--- config.mk ---
export PLATFORM = sky130hd
export DESIGN_NAME = hi_register
export DESIGN_NICKNAME = d
export VERILOG_FILES = /design/src/rtl/hi_register_pkg.sv /design/src/rtl/dff_async_rst.sv /design/src/rtl/hi_register.sv
export SDC_FILE = /design/constraint.sdc
export NUM_CORES = 1
export LEC_CHECK = 0
export CORE_MARGIN = 2
export CORE_UTILIZATION = 36
export CTS_BUF_LIST = sky130_fd_sc_hd__clkbuf_16
export CTS_CLUSTER_SIZE = 8
export DETAILED_ROUTE_END_ITERATION = 8
export GPL_ROUTABILITY_DRIVEN = 0
export PLACE_DENSITY = 0.84
export SYNTH_ARGS = -nofsm -noshare
export SYNTH_HDL_FRONTEND = slang
export SYNTH_SLANG_ARGS = --single-unit
--- constraint.sdc ---
create_clock -name clk -period 1.3 [get_ports clk]
set_clock_uncertainty 0.05 [all_clocks]
set_input_delay 0.195 -clock clk [delete_from_list [all_inputs] [get_ports clk]]
set_output_delay 0.195 -clock clk [all_outputs]
set_load 0.01 [all_outputs]
--- src/rtl/hi_register_pkg.sv ---
// hi_register_pkg: shared constants and helpers for the HI/LO special registers.
//   DATA_W     - CPU data width used as the default register width.
//   wr_sel()   - write-select rule: a register write needs both the unit's
//                write enable and the CPU-wide step enable.
package hi_register_pkg;

    localparam int DATA_W = 32;

    function automatic logic wr_sel(input logic wren, input logic step);
        return wren & step;
    endfunction

endpackage

--- src/rtl/dff_async_rst.sv ---
// dff_async_rst: generic enabled D flip-flop bank with async active-low reset.
// Shared by the HI, LO and PC registers.
//   clk    - rising-edge clock
//   reset  - asynchronous, active-low; forces q to RESET_VALUE
//   en     - load enable; q holds when low
//   d      - next value
//   q      - registered value (pure flop output)
module dff_async_rst #(
    parameter int               WIDTH       = 32,
    parameter logic [WIDTH-1:0] RESET_VALUE = '0
) (
    input  logic             clk,
    input  logic             reset,
    input  logic             en,
    input  logic [WIDTH-1:0] d,
    output logic [WIDTH-1:0] q
);

    always_ff @(posedge clk or negedge reset) begin
        if (!reset)
            q <= RESET_VALUE;
        else if (en)
            q <= d;
    end

endmodule

--- src/rtl/hi_register.sv ---
// hi_register: MIPS HI special-purpose register.
// Loads every rising edge: MTHI/write data when both enables are high,
// otherwise the fed-back HI value (hi_readdata itself or the mult/div result).
//   clk          - rising-edge clock
//   reset        - asynchronous, active-low; clears to RESET_VALUE
//   hi_wren      - HI write enable from control
//   clk_enable   - CPU-wide step enable
//   read_data_a  - write data (register-file port A)
//   hi           - current HI value fed back from the datapath
//   hi_readdata  - registered HI contents
module hi_register
    import hi_register_pkg::*;
#(
    parameter int               WIDTH       = DATA_W,
    parameter logic [WIDTH-1:0] RESET_VALUE = '0
) (
    input  logic             clk,
    input  logic             reset,
    input  logic             hi_wren,
    input  logic             clk_enable,
    input  logic [WIDTH-1:0] read_data_a,
    input  logic [WIDTH-1:0] hi,
    output logic [WIDTH-1:0] hi_readdata
);

    logic [WIDTH-1:0] next_hi;

    // The hold behaviour comes from the external feedback on `hi`, so the
    // flop itself loads unconditionally.
    always_comb begin
        next_hi = hi;
        if (wr_sel(hi_wren, clk_enable))
            next_hi = read_data_a;
    end

    dff_async_rst #(
        .WIDTH       (WIDTH),
        .RESET_VALUE (RESET_VALUE)
    ) u_hi_ff (
        .clk   (clk),
        .reset (reset),
        .en    (1'b1),
        .d     (next_hi),
        .q     (hi_readdata)
    );

endmodule

==> flow_metrics.py <==
metrics = {
    "clocking": {
        "clk_path_buf_depth": 2,
        "h-tree-depth": 2,
        "postCtsSetupBuffers": 0,
        "cts_tree": "done",
        "path_clk_slew_ps": 50,
        "cts_sinks": 32,
        "holdBufCountCts": 0,
        "root_buffer": "clkbuf_16",
        "cts_made_buffers": 5,
    },
    "finish": {
        "drive_above_1_share_pct": 24.6,
        "reg.largest.list": "u_hi_ff.q (32)",
        "top_register": "u_hi_ff.q",
        "largest_reg_flops": 32,
        "num_antenna_cells": 0,
        "syn_to_final_growth_pct": 87.3,
        "nNetsFinal": 242,
    },
    "timing": {
        "slew_violations": 0,
        "rsz0062_at_grt": "false",
        "hold_viol_final": 0,
        "fin_crit_ps": 1170,
        "maxSlewHeadroom_pct": 88.7,
        "setup_viol": 0,
        "worst_pin_slew_ps": 170,
        "whs_ps": 237,
        "period_share_pct": 90.1,
        "tns_ps": 0,
        "max_clock_freq_mhz": 853,
    },
    "grt": {
        "antenna_found_initial": 0,
        "grt_start_max_net_pins": 33,
        "grt-ovfl-total": 0,
        "grt_pass1_wl_microns": 5090,
        "grt_use_total_pct": 16.9,
        "grt_pass1_vias": 1087,
    },
    "floorplan": {
        "dieArea_sq_mm": 0.00424,
        "design.core.area_sq_mm": 0.00363,
        "io_pins": 100,
        "initial_utilization_pct": 37.0,
        "die_y_microns": 65.1,
        "row_count": 22,
        "die_w_microns": 65.1,
    },
    "detailed_routing": {
        "wl_microns": 3270,
        "vias": 963,
        "dr.pass1.iters": 4,
        "wl_per_cell_microns": 14.7,
        "ant_nets": 0,
        "drt-met1-wl_microns": 1010,
        "drc": 0,
        "drt_iter0_markers": 24,
        "dr.max_layer_used": "met4",
        "vias_per_cell": 4.32,
        "dr_wl_met2_microns": 1900,
        "wl_met3_microns": 252,
    },
    "power": {
        "p_sw_w": 0.000573,
        "p_comb_share_pct": 18.8,
        "clkPwrFrac_pct": 43.8,
        "ir_worst_vdd_uv": 745,
        "leakage_nw": 1.20,
        "p_int_w": 0.00234,
        "swShare_pct": 19.7,
        "seqPwrFrac_pct": 37.4,
        "p_per_area_mw_per_mm2": 1160,
    },
    "critical_path": {
        "crit_start": "hi_wren",
        "cp.required_ps": 1400,
        "worstSetupPathType": "in -> reg",
        "worst_setup_path_end_kind": "flip-flop",
        "cp_max_fo": 19,
        "startpoint_type": "primary input",
        "critPathArrivalTime_ps": 1280,
    },
    "synth": {
        "syn_nets": 136,
        "avgSynthCellArea_sq_um": 19.8,
        "yosysTopAreaCellShare_pct": 59.5,
        "yosysTopAreaCell": "dfrtp_1",
        "synth_cell_types": 5,
        "yosysSeqAreaShare_pct": 59.5,
        "synth_area_leaders": "dfrtp_1 (60%), mux2_4 (33%), buf_12 (4.5%)",
        "synth_warnings": 0,
        "syn_inst": 68,
        "ys_seq_elements": 32,
        "syn_area_sq_mm": 0.00135,
    },
    "outcome": {
        "status": "finished clean",
    },
    "hold_path": {
        "holdCritPathClass": "in -> async",
    },
    "place": {
        "port_buffers": 99,
    },
    "job": {
        "maxCapViolations": 0,
    },
}
## final timing paths
kind | to | slack (ps)
setup / recovery | u_hi_ff.q[26]$_DFF_PN0_ | 130
hold / removal | u_hi_ff.q[0]$_DFF_PN0_ | 240
max in group asynchronous | u_hi_ff.q[11]$_DFF_PN0_ | 800
min in group clk | u_hi_ff.q[16]$_DFF_PN0_ | 480
## layout by cell type, fill, tap and decap left out
cell             Yosys  layout
clkdlybuf4s50_1      0      67
dlygate4sd2_1        0      32
dfrtp_1             32      32
mux2_4              30      30
clkbuf_16            0       5
buf_12               3       3
mux2_2               2       2
nand2_4              1       1
bufinv_16            0       1
inv_1                0       1
clkinv_2             0       1
## power groups by stage
stage / Clock [W] / Sequential (W) / Combinational [W]
floorplan: 0 / 0.00115 / 0.000169
global placement: 0 / 0.00111 / 0.000595
detailed placement: 0 / 0.00111 / 0.000609
CTS: 0.00130 / 0.00109 / 0.000557
global route: 0.00135 / 0.00110 / 0.000581
finish: 0.00128 / 0.00109 / 0.000548
## what timing repair did
action,CTS,global route
gates resized for setup,32,0
endpoints found under the setup margin,32,0
hold endpoints to repair,0,0
## worst max-delay path: stages
cell and delay (ps):
clkdlybuf4s50_1 450, nand2_4 120, buf_12 190, mux2_4 310
## through the flow
step	util [%]	area, sq um	setup slack, ps	total power [W]	std cells
after detailed placement	65.9	2400	-162	0.00172	215
after floorplan	-	1350	390	0.00132	68
final	69.4	2520	128	0.00291	223
after global routing	69.4	2520	104	0.00303	223
after global placement	65.9	2400	-122	0.00170	215
after CTS	69.4	2520	118	0.00295	223
## cell families (layout without fill, tap and decap cells)
logic type	after synthesis	after routing	share of synthesized area, %
buffers and inverters	3	110	4.47
DFF	32	32	59.5
muxes	32	32	35.2
and+or+nand+nor	1	1	0.837
## routing by layer
layer / up-vias / GRT usage, %
li1: 445 / -
met5: - / 0
met2: 53 / 33.0
met1: 455 / 13.8
met3: 10 / 6.16
met4: 0 / 10.9
## cell usage after synthesis
master / count
nand2_4: 1
mux2_2: 2
dfrtp_1: 32
mux2_4: 30
buf_12: 3
## layout make-up
class / instances / area, sq um
fill: 281 / 1110
multi-input combinational: 33 / 484
timing repair buffer: 102 / 1010
tap: 48 / 60.1
sequential: 32 / 801
clock inverter: 3 / 38.8
clock buffer: 5 / 125
Power figures use the tool's default switching activity.
